## config.mk

```make
export PLATFORM = sky130hd
export DESIGN_NAME = mem_port_arbiter
export DESIGN_NICKNAME = d
export VERILOG_FILES = /design/src/rtl/mem_port_arbiter_pkg.sv /design/src/rtl/mem_arb_grant.sv /design/src/rtl/mem_port_arbiter.sv
export SDC_FILE = /design/constraint.sdc
export NUM_CORES = 1
export LEC_CHECK = 0
export BUFFER_PORTS_ARGS = -buffer_cell sky130_fd_sc_hd__buf_4
export CAP_MARGIN = 25
export CELL_PAD_IN_SITES_DETAIL_PLACEMENT = 0
export CELL_PAD_IN_SITES_GLOBAL_PLACEMENT = 2
export CORE_AREA = 3 3 212 214
export CTS_CLUSTER_SIZE = 14
export DETAILED_ROUTE_END_ITERATION = 7
export DIE_AREA = 0 0 215 217
export PLACE_DENSITY = 0.7
export SLEW_MARGIN = 15
export SYNTH_ARGS = -nofsm -noshare
export SYNTH_HDL_FRONTEND = slang
export SYNTH_HIERARCHICAL = 1
export SYNTH_SLANG_ARGS = --single-unit
```

## constraint.sdc

```tcl
create_clock -name iClock -period 2.7 [get_ports iClock]
set_input_delay 0.54 -clock iClock [delete_from_list [all_inputs] [get_ports iClock]]
set_output_delay 0.54 -clock iClock [all_outputs]
set_load 0.02 [all_outputs]
```

## src/rtl/mem_port_arbiter_pkg.sv

```systemverilog
// Shared types and default widths for the IFU/LSU memory port arbiter.
package mem_port_arbiter_pkg;

  localparam int ADDR_W_DEF = 64;
  localparam int DATA_W_DEF = 64;
  localparam int WLEN_W     = 8;

  typedef enum logic [1:0] {
    IDLE  = 2'd0,
    ISSUE = 2'd1,
    WAIT  = 2'd2,
    RESP  = 2'd3
  } arb_state_e;

  typedef enum logic {
    OWN_IFU = 1'b0,
    OWN_LSU = 1'b1
  } owner_e;

endpackage

```

## src/rtl/mem_arb_grant.sv

```systemverilog
// Grant selection between IFU and LSU: LSU priority, bounded by a streak
// counter that forces an IFU grant after LSU_BURST_MAX LSU wins in a row.
module mem_arb_grant
  import mem_port_arbiter_pkg::*;
#(
  parameter int LSU_BURST_MAX = 4
) (
  input  logic clk,
  input  logic rst_n,
  input  logic ifu_vld,
  input  logic lsu_vld,
  input  logic idle,
  input  logic hs,
  output logic grant_vld,
  output logic grant_owner
);

  localparam int SW = $clog2(LSU_BURST_MAX + 1);
  localparam logic [SW-1:0] STREAK_MAX = SW'(LSU_BURST_MAX);

  logic [SW-1:0] streak;
  logic          lsu_wins;

  assign lsu_wins    = lsu_vld && !(ifu_vld && (streak == STREAK_MAX));
  assign grant_vld   = idle && (ifu_vld || lsu_vld);
  assign grant_owner = lsu_wins ? OWN_LSU : OWN_IFU;

  // The streak only counts LSU wins that actually made the IFU wait.
  always_ff @(posedge clk or negedge rst_n) begin
    if (!rst_n) begin
      streak <= '0;
    end else if (hs) begin
      if (!lsu_wins) begin
        streak <= '0;
      end else if (ifu_vld && (streak != STREAK_MAX)) begin
        streak <= streak + 1'b1;
      end
    end
  end

endmodule

```

## src/rtl/mem_port_arbiter.sv

```systemverilog
// Shares one memory port between IFU and LSU: one outstanding transaction,
// request latched into registered oMem* fields, response routed to its owner.
module mem_port_arbiter
  import mem_port_arbiter_pkg::*;
#(
  parameter int ADDR_W        = ADDR_W_DEF,
  parameter int DATA_W        = DATA_W_DEF,
  parameter int LSU_BURST_MAX = 4
) (
  input  logic              iClock,
  input  logic              iResetN,
  input  logic              iIfuReqValid,
  output logic              oIfuReqReady,
  input  logic [ADDR_W-1:0] iIfuAddr,
  output logic              oIfuRespValid,
  input  logic              iIfuRespReady,
  output logic [DATA_W-1:0] oIfuRespData,
  input  logic              iLsuReqValid,
  output logic              oLsuReqReady,
  input  logic [ADDR_W-1:0] iLsuAddr,
  input  logic              iLsuWrEn,
  input  logic [DATA_W-1:0] iLsuWrData,
  input  logic [WLEN_W-1:0] iLsuWrLen,
  output logic              oLsuRespValid,
  input  logic              iLsuRespReady,
  output logic [DATA_W-1:0] oLsuRespData,
  output logic              oMemReqValid,
  input  logic              iMemReqReady,
  output logic [ADDR_W-1:0] oMemAddr,
  output logic              oMemWrEn,
  output logic [DATA_W-1:0] oMemWrData,
  output logic [WLEN_W-1:0] oMemWrLen,
  input  logic              iMemRespValid,
  output logic              oMemRespReady,
  input  logic [DATA_W-1:0] iMemRespData,
  output logic              oBusy
);

  arb_state_e        state, state_nxt;
  owner_e            owner_p0;
  logic [ADDR_W-1:0] addr_p0;
  logic              wren_p0;
  logic [DATA_W-1:0] wdata_p0;
  logic [WLEN_W-1:0] wlen_p0;
  logic [DATA_W-1:0] rdata_p1;
  logic              idle, grant_vld, grant_owner, accept, resp_ready;

  assign idle = (state == IDLE);

  mem_arb_grant #(
    .LSU_BURST_MAX(LSU_BURST_MAX)
  ) u_grant (
    .clk        (iClock),
    .rst_n      (iResetN),
    .ifu_vld    (iIfuReqValid),
    .lsu_vld    (iLsuReqValid),
    .idle       (idle),
    .hs         (accept),
    .grant_vld  (grant_vld),
    .grant_owner(grant_owner)
  );

  // Readies are gated by reset so nothing handshakes while iResetN is low.
  assign oIfuReqReady = iResetN && grant_vld && (grant_owner == OWN_IFU);
  assign oLsuReqReady = iResetN && grant_vld && (grant_owner == OWN_LSU);
  assign accept       = oIfuReqReady || oLsuReqReady;
  assign resp_ready   = (owner_p0 == OWN_IFU) ? iIfuRespReady : iLsuRespReady;

  always_comb begin
    state_nxt = state;
    case (state)
      IDLE:    if (accept)        state_nxt = ISSUE;
      ISSUE:   if (iMemReqReady)  state_nxt = WAIT;
      WAIT:    if (iMemRespValid) state_nxt = RESP;
      RESP:    if (resp_ready)    state_nxt = IDLE;
      default:                    state_nxt = IDLE;
    endcase
  end

  always_ff @(posedge iClock or negedge iResetN) begin
    if (!iResetN) begin
      state <= IDLE;
    end else begin
      state <= state_nxt;
    end
  end

  // Stage p0: request latch at accept; stage p1: memory response capture.
  always_ff @(posedge iClock or negedge iResetN) begin
    if (!iResetN) begin
      owner_p0 <= OWN_IFU;
      addr_p0  <= '0;
      wren_p0  <= 1'b0;
      wdata_p0 <= '0;
      wlen_p0  <= '0;
      rdata_p1 <= '0;
    end else begin
      if (accept) begin
        if (oLsuReqReady) begin
          owner_p0 <= OWN_LSU;
          addr_p0  <= iLsuAddr;
          wren_p0  <= iLsuWrEn;
          wdata_p0 <= iLsuWrData;
          wlen_p0  <= iLsuWrLen;
        end else begin
          owner_p0 <= OWN_IFU;
          addr_p0  <= iIfuAddr;
          wren_p0  <= 1'b0;
          wdata_p0 <= '0;
          wlen_p0  <= '0;
        end
      end
      if ((state == WAIT) && iMemRespValid) begin
        rdata_p1 <= iMemRespData;
      end
    end
  end

  assign oMemReqValid  = (state == ISSUE);
  assign oMemRespReady = (state == WAIT);
  assign oMemAddr      = addr_p0;
  assign oMemWrEn      = wren_p0;
  assign oMemWrData    = wdata_p0;
  assign oMemWrLen     = wlen_p0;
  assign oIfuRespValid = (state == RESP) && (owner_p0 == OWN_IFU);
  assign oLsuRespValid = (state == RESP) && (owner_p0 == OWN_LSU);
  assign oIfuRespData  = rdata_p1;
  assign oLsuRespData  = rdata_p1;
  assign oBusy         = !idle;

endmodule

```

After elaboration in Yosys (flattened, before gate mapping)
Cells that the tools add are included.

cells by class
  $add $sub $neg = 1
  equal/unequal tests = 10
  mux-type cells = 14
  bitwise operators = 2
  reduce and logical (&&, ||, !) cells = 17

operators with widths
  operator                                                                 number
  64-bit two-way mux                                                       2
  1-bit logical AND                                                        10
  2-bit two-way mux                                                        4
  8-bit two-way mux                                                        1
  2-bit case mux with 4 select lines                                       1
  3-bit two-way mux                                                        2
  2-bit inequality test, second input constant                             3
  2-bit == test, second input constant                                     2
  1-bit two-way mux                                                        4
  2-bit by 1-bit inequality test with 1-bit output, second input constant  2
  4-bit AND reduction                                                      1
  3-bit by 1-bit adder with 3-bit output, second input constant            1
  3-bit == test, second input constant                                     1
  3-bit inequality test, second input constant                             1
  2-bit by 1-bit == test with 1-bit output, second input constant          1
  1-bit zero test                                                          2
  2-bit zero test                                                          1
  1-bit logical OR                                                         2
  1-bit inverter                                                           2
  2-bit AND reduction                                                      1

word-level totals
  register bits after elaboration = 207
  input port bits = 273
  output and inout bits = 272
  word-level logic and storage cells = 52

Longest topological paths before layout
  depth in word-level cells = 10
  depth in mapped cells = 10

Modules after synthesis
The synthesis kept the hierarchy.

by module, submodules not included
  module            times used  cells each  area an instance (um^2)  seq. area each (um^2)
  mem_port_arbiter  1           818         8842.2                   5104.9
  mem_arb_grant     1           19          191.4                    75.1

Least setup slack after synthesis
OpenSTA, ideal clock, no wires.

  kind = register to output
  start = reg state[0]
  end = out oIfuReqReady
  arrival time = 1.710 ns
  required time = 2.160 ns
  slack = 0.450 ns
  cell stages (with the launch flop) = 9
  buffers on the path = 3
  cell sequence = dfrtp_1 -> inv_1 -> ha_1 -> o21a_1 -> nand2_1 -> buf_2 -> buf_2 -> buf_2 -> nor2_1

on the way
  longest elaborated chain between the ends = 4

ends and longest elaborated chain
  item                             line                    text
  start: declaration               mem_port_arbiter.sv:39  arb_state_e state, state_nxt;
  start signal: assignment         mem_port_arbiter.sv:84  state <= state_nxt;
  2-bit zero test                  mem_port_arbiter.sv:48  assign idle = (state == IDLE);
  named net idle                   mem_port_arbiter.sv:46  logic idle, grant_vld, grant_owner, accept, resp_ready;
  1-bit logical AND                mem_arb_grant.sv:25     assign grant_vld = idle && (ifu_vld || lsu_vld);
  named net grant_vld              mem_port_arbiter.sv:46
  1-bit logical AND (2 in series)  mem_port_arbiter.sv:64  assign oIfuReqReady = iResetN && grant_vld && (grant_owner == OWN_IFU);
  end: declaration                 mem_port_arbiter.sv:13  output logic oIfuReqReady,

The timed path passes the listed nets, and every way through them passes these cells.

Worst setup path in the final report
  start = reg u_grant.streak[1]
  end = out oLsuReqReady

on the way
  longest elaborated chain between the ends = 6

ends and longest elaborated chain
  item                      line                    text
  start: declaration        mem_arb_grant.sv:21     logic [SW-1:0] streak;
  start signal: assignment  mem_arb_grant.sv:36     streak <= streak + 1'b1;
  3-bit == test             mem_arb_grant.sv:24     assign lsu_wins = lsu_vld && !(ifu_vld && (streak == STREAK_MAX));
  1-bit logical AND         mem_arb_grant.sv:24
  1-bit zero test           mem_arb_grant.sv:24
  1-bit logical AND         mem_arb_grant.sv:24
  1-bit two-way mux         mem_arb_grant.sv:26     assign grant_owner = lsu_wins ? OWN_LSU : OWN_IFU;
  named net grant_owner     mem_port_arbiter.sv:46
  1-bit logical AND         mem_port_arbiter.sv:65  assign oLsuReqReady = iResetN && grant_vld && (grant_owner == OWN_LSU);
  end: declaration          mem_port_arbiter.sv:19  output logic oLsuReqReady,

The timed path passes the listed nets, and every way through them passes these cells.

==> results.py <==
metrics = {
    "run_status": {
        "status": "complete, no violations",
    },
    "critical_path": {
        "r2r_slack_ps": 720,
        "path_cells": "inv_1 > ha_1 > a31oi_4 > and3_1 > buf_4",
        "path_buf_inv": 2,
        "arrival_ps": 1990,
        "worstPathRequired_ps": 2160,
        "reg2reg_from": "u_grant/streak[1]",
        "cp_slowest_stage_delay_ps": 400,
        "critPathLaunchType": "register",
        "path_delay_family": "compound AO/OA/AOI/OAI gates",
        "slowest_stage": "a31oi_4",
        "worst-setup-path-type": "reg2out",
        "end_kind": "output port",
        "cp_max_fo": 6,
        "worstReg2RegEnd": "oMemAddr[43]",
        "reg2reg_depth": 6,
    },
    "clock_tree": {
        "clock-sinks": 207,
        "cts_tree": "yes",
        "htreeDepth": 1,
        "clockRootBuffer": "clkbuf_16",
        "clkLatencyLatePin_ps": 530,
        "clockBufferDepth": 3,
        "clk_pin_slew_ps": 60,
        "cts_buffers": 26,
    },
    "routing": {
        "routedWlPerCell_um": 17.45,
        "routed_wl_mm": 33.31,
        "viasPerCell": 4.036,
        "drtPass1Iterations": 4,
        "final_antenna_net_count": 0,
        "drc_errors": 0,
        "vias": 7705,
        "drt_iter0_drc": 216,
    },
    "sta": {
        "rsz0062_at_grt": "false",
        "tns_ps": 0,
        "period_minus_slack_ps": 2530,
        "fmax_ghz": 0.3952,
        "hold_slack_ps": 228.3,
        "tightestPinTransition_ps": 727.8,
        "fin_skew_ps": 10.23,
        "hold_viol_final": 0,
        "slew_headroom_pct": 51.48,
        "setup_viol": 0,
        "maxSlewViolCount": 0,
        "fin_crit_sh_pct": 93.71,
    },
    "synthesis": {
        "yosys.area_share.adder_pct": 0.8310,
        "seq_area_frac_synth_pct": 57.34,
        "synth_compound_area_share_pct": 4.681,
        "muxShareOfSynthArea_pct": 15.47,
        "ys_seq_elements": 207,
        "async_reset_ff_share_pct": 100.0,
        "netlist_area_um2": 9034,
        "synth_edf_count": 0,
        "synth_nets": 1116,
        "synth_xor_area_share_pct": 0,
        "ys_warn_count": 6,
        "syn_inst": 837,
        "synth_simple_gate_area_share_pct": 13.41,
        "yosys.cell_types.count": 30,
        "synth_top_family_by_area": "multiplexers",
        "synth_top_flop_cell": "dfrtp_1",
        "avgSynthCellArea_um2": 10.79,
    },
    "die": {
        "io_pins": 545,
        "die_w_um": 215,
        "die_y_um": 217,
        "rows": 76,
        "start_util_pct": 20.97,
        "coreArea_um2": 43080,
        "die_area_um2": 46660,
    },
    "finish": {
        "areaGrowthSynthToFinish_pct": 57.55,
        "nNetsFinal": 1586,
        "final-instance-count-excl-fill": 1909,
        "multiInputGateArea_um2": 3139,
        "post-route-util_pct": 33.04,
        "drive_gt1_share_pct": 50.79,
        "seqCellArea_um2": 5180,
        "nFillCells": 4542,
    },
    "place": {
        "dp_cells": 1863,
        "finalWeightedCongestion": 0.7576,
        "post-dp-hpwl_mm": 25.20,
        "port_buffers": 544,
    },
    "flow_run": {
        "drv_cap": 0,
    },
    "power": {
        "power.total_w": 0.01715,
        "p_leak_nw": 7.465,
        "vdd_drop_max_v": 0.0005814,
        "power_density_nw_per_um2": 1205,
    },
    "global_routing": {
        "grt_pass1_vias": 8087,
        "track_usage_pct": 13.57,
        "grt_first_pass_wirelength_mm": 50.11,
        "grt_max_degree": 117,
        "grt_remaining_overflow": 0,
        "antenna_found_initial": 1,
    },
    "min_path": {
        "hp-start": "iLsuWrData[58]",
        "hold_end": "oMemWrData[58]",
        "hold_path_depth": 3,
        "min_path_type": "in2reg",
    },
}
==> metal layers <==
metal	vias to the layer above	global-route usage, %	share of wire (%)
li1	3670	-	-
met1	3672	15.49	38
met5	-	0	0
met4	0	3.922	2.4
met2	322	24.54	51
met3	41	4.119	7.7
==> cell type report <==
class / instances / share of cell area, %
antenna: 1 / 0.01758
clock buffer: 39 / 5.556
clock inverter: 5 / 0.3516
inverter: 7 / 0.1846
multi-input combinational: 507 / 22.06
sequential: 207 / 36.40
tap: 585 / 5.143
timing repair buffer: 558 / 30.29
==> sequential cells by signal, summed over array words and instances (netlist names) <==
name            flops
oIfuRespData       64
oMemAddr           64
oMemWrData         64
oMemWrLen           8
u_grant/streak      3
state               2
oMemWrEn            1
owner_p0            1
==> cells in the final DEF, fill, tap and decap left out, types with 4 or more instances in the layout <==
| cell | instances |
|---|---|
| buf_4 | 547 |
| nand2_1 | 210 |
| dfrtp_1 | 207 |
| nand3_1 | 74 |
| o21ai_0 | 66 |
| mux2i_1 | 65 |
| mux2_2 | 65 |
| clkbuf_16 | 27 |
| buf_12 | 9 |
| clkbuf_8 | 7 |
| inv_1 | 6 |
| ha_1 | 6 |
| clkbuf_1 | 5 |
| clkinv_2 | 4 |
==> metrics by stage <==
stage          cell area (um^2)  setup slack [ps]
2_1_floorplan              9034             450.1
3_3_place_gp              13370             501.4
3_5_place_dp              13370             499.7
4_1_cts                   14220             16.13
5_1_grt                   14230             20.94
6_report                  14230             169.7
==> synth_stat cells, drive strengths merged (2+ instances only) <==
library cell,n,area (um^2)
buf,105,679.4
a21oi,2,13.76
ha,6,75.07
mux2,66,747.0
inv,7,26.27
nand2,212,795.8
clkbuf,11,41.29
dfrtp,207,5180
mux2i,65,650.6
nand3,74,370.4
o21ai,66,330.3
nor2b,2,12.51
o21a,2,15.01
==> worst max-delay path by stage <==
stage | start | endpoint | slack [ps] | cells past startpoint
detailed placement | state[0] | oIfuReqReady | 500 | 6
global route | u_grant/streak[1] | oLsuReqReady | 20 | 5
CTS | state[0] | oIfuReqReady | 20 | 6
finish | u_grant/streak[1] | oLsuReqReady | 170 | 5
floorplan | state[0] | oIfuReqReady | 450 | 8
global placement | state[0] | oIfuReqReady | 500 | 6
==> power breakdown <==
| part | leakage, nW | switching [W] | internal [W] |
|---|---|---|---|
| combinational | 4.45 | 0.00466 | 0.00362 |
| clock | 0.419 | 0.00131 | 0.00209 |
| sequential | 2.59 | 0.000962 | 0.00451 |
==> cell families (layout without fill, tap and decap cells) <==
kind of cell,after synthesis,in the layout
simple gates,293,293
buf+inv,123,609
compound gates,77,77
flops,207,207
other cells,0,1
mux,131,131
fa+ha+maj,6,6
==> what timing repair did <==
item	4_1_cts	5_1_grt
pin swaps	0	0
endpoints found under the setup margin	1	1
hold endpoints to repair	2	0
hold buffers	1	0
gates cloned	0	0
buffers inserted	0	0
gates resized for setup	1	1
==> tightest hold or removal path: stages <==
cell	delay (ps)
buf_4	70
nand3_1	50
nand2_1	60
(Power assumes the default switching activity.)
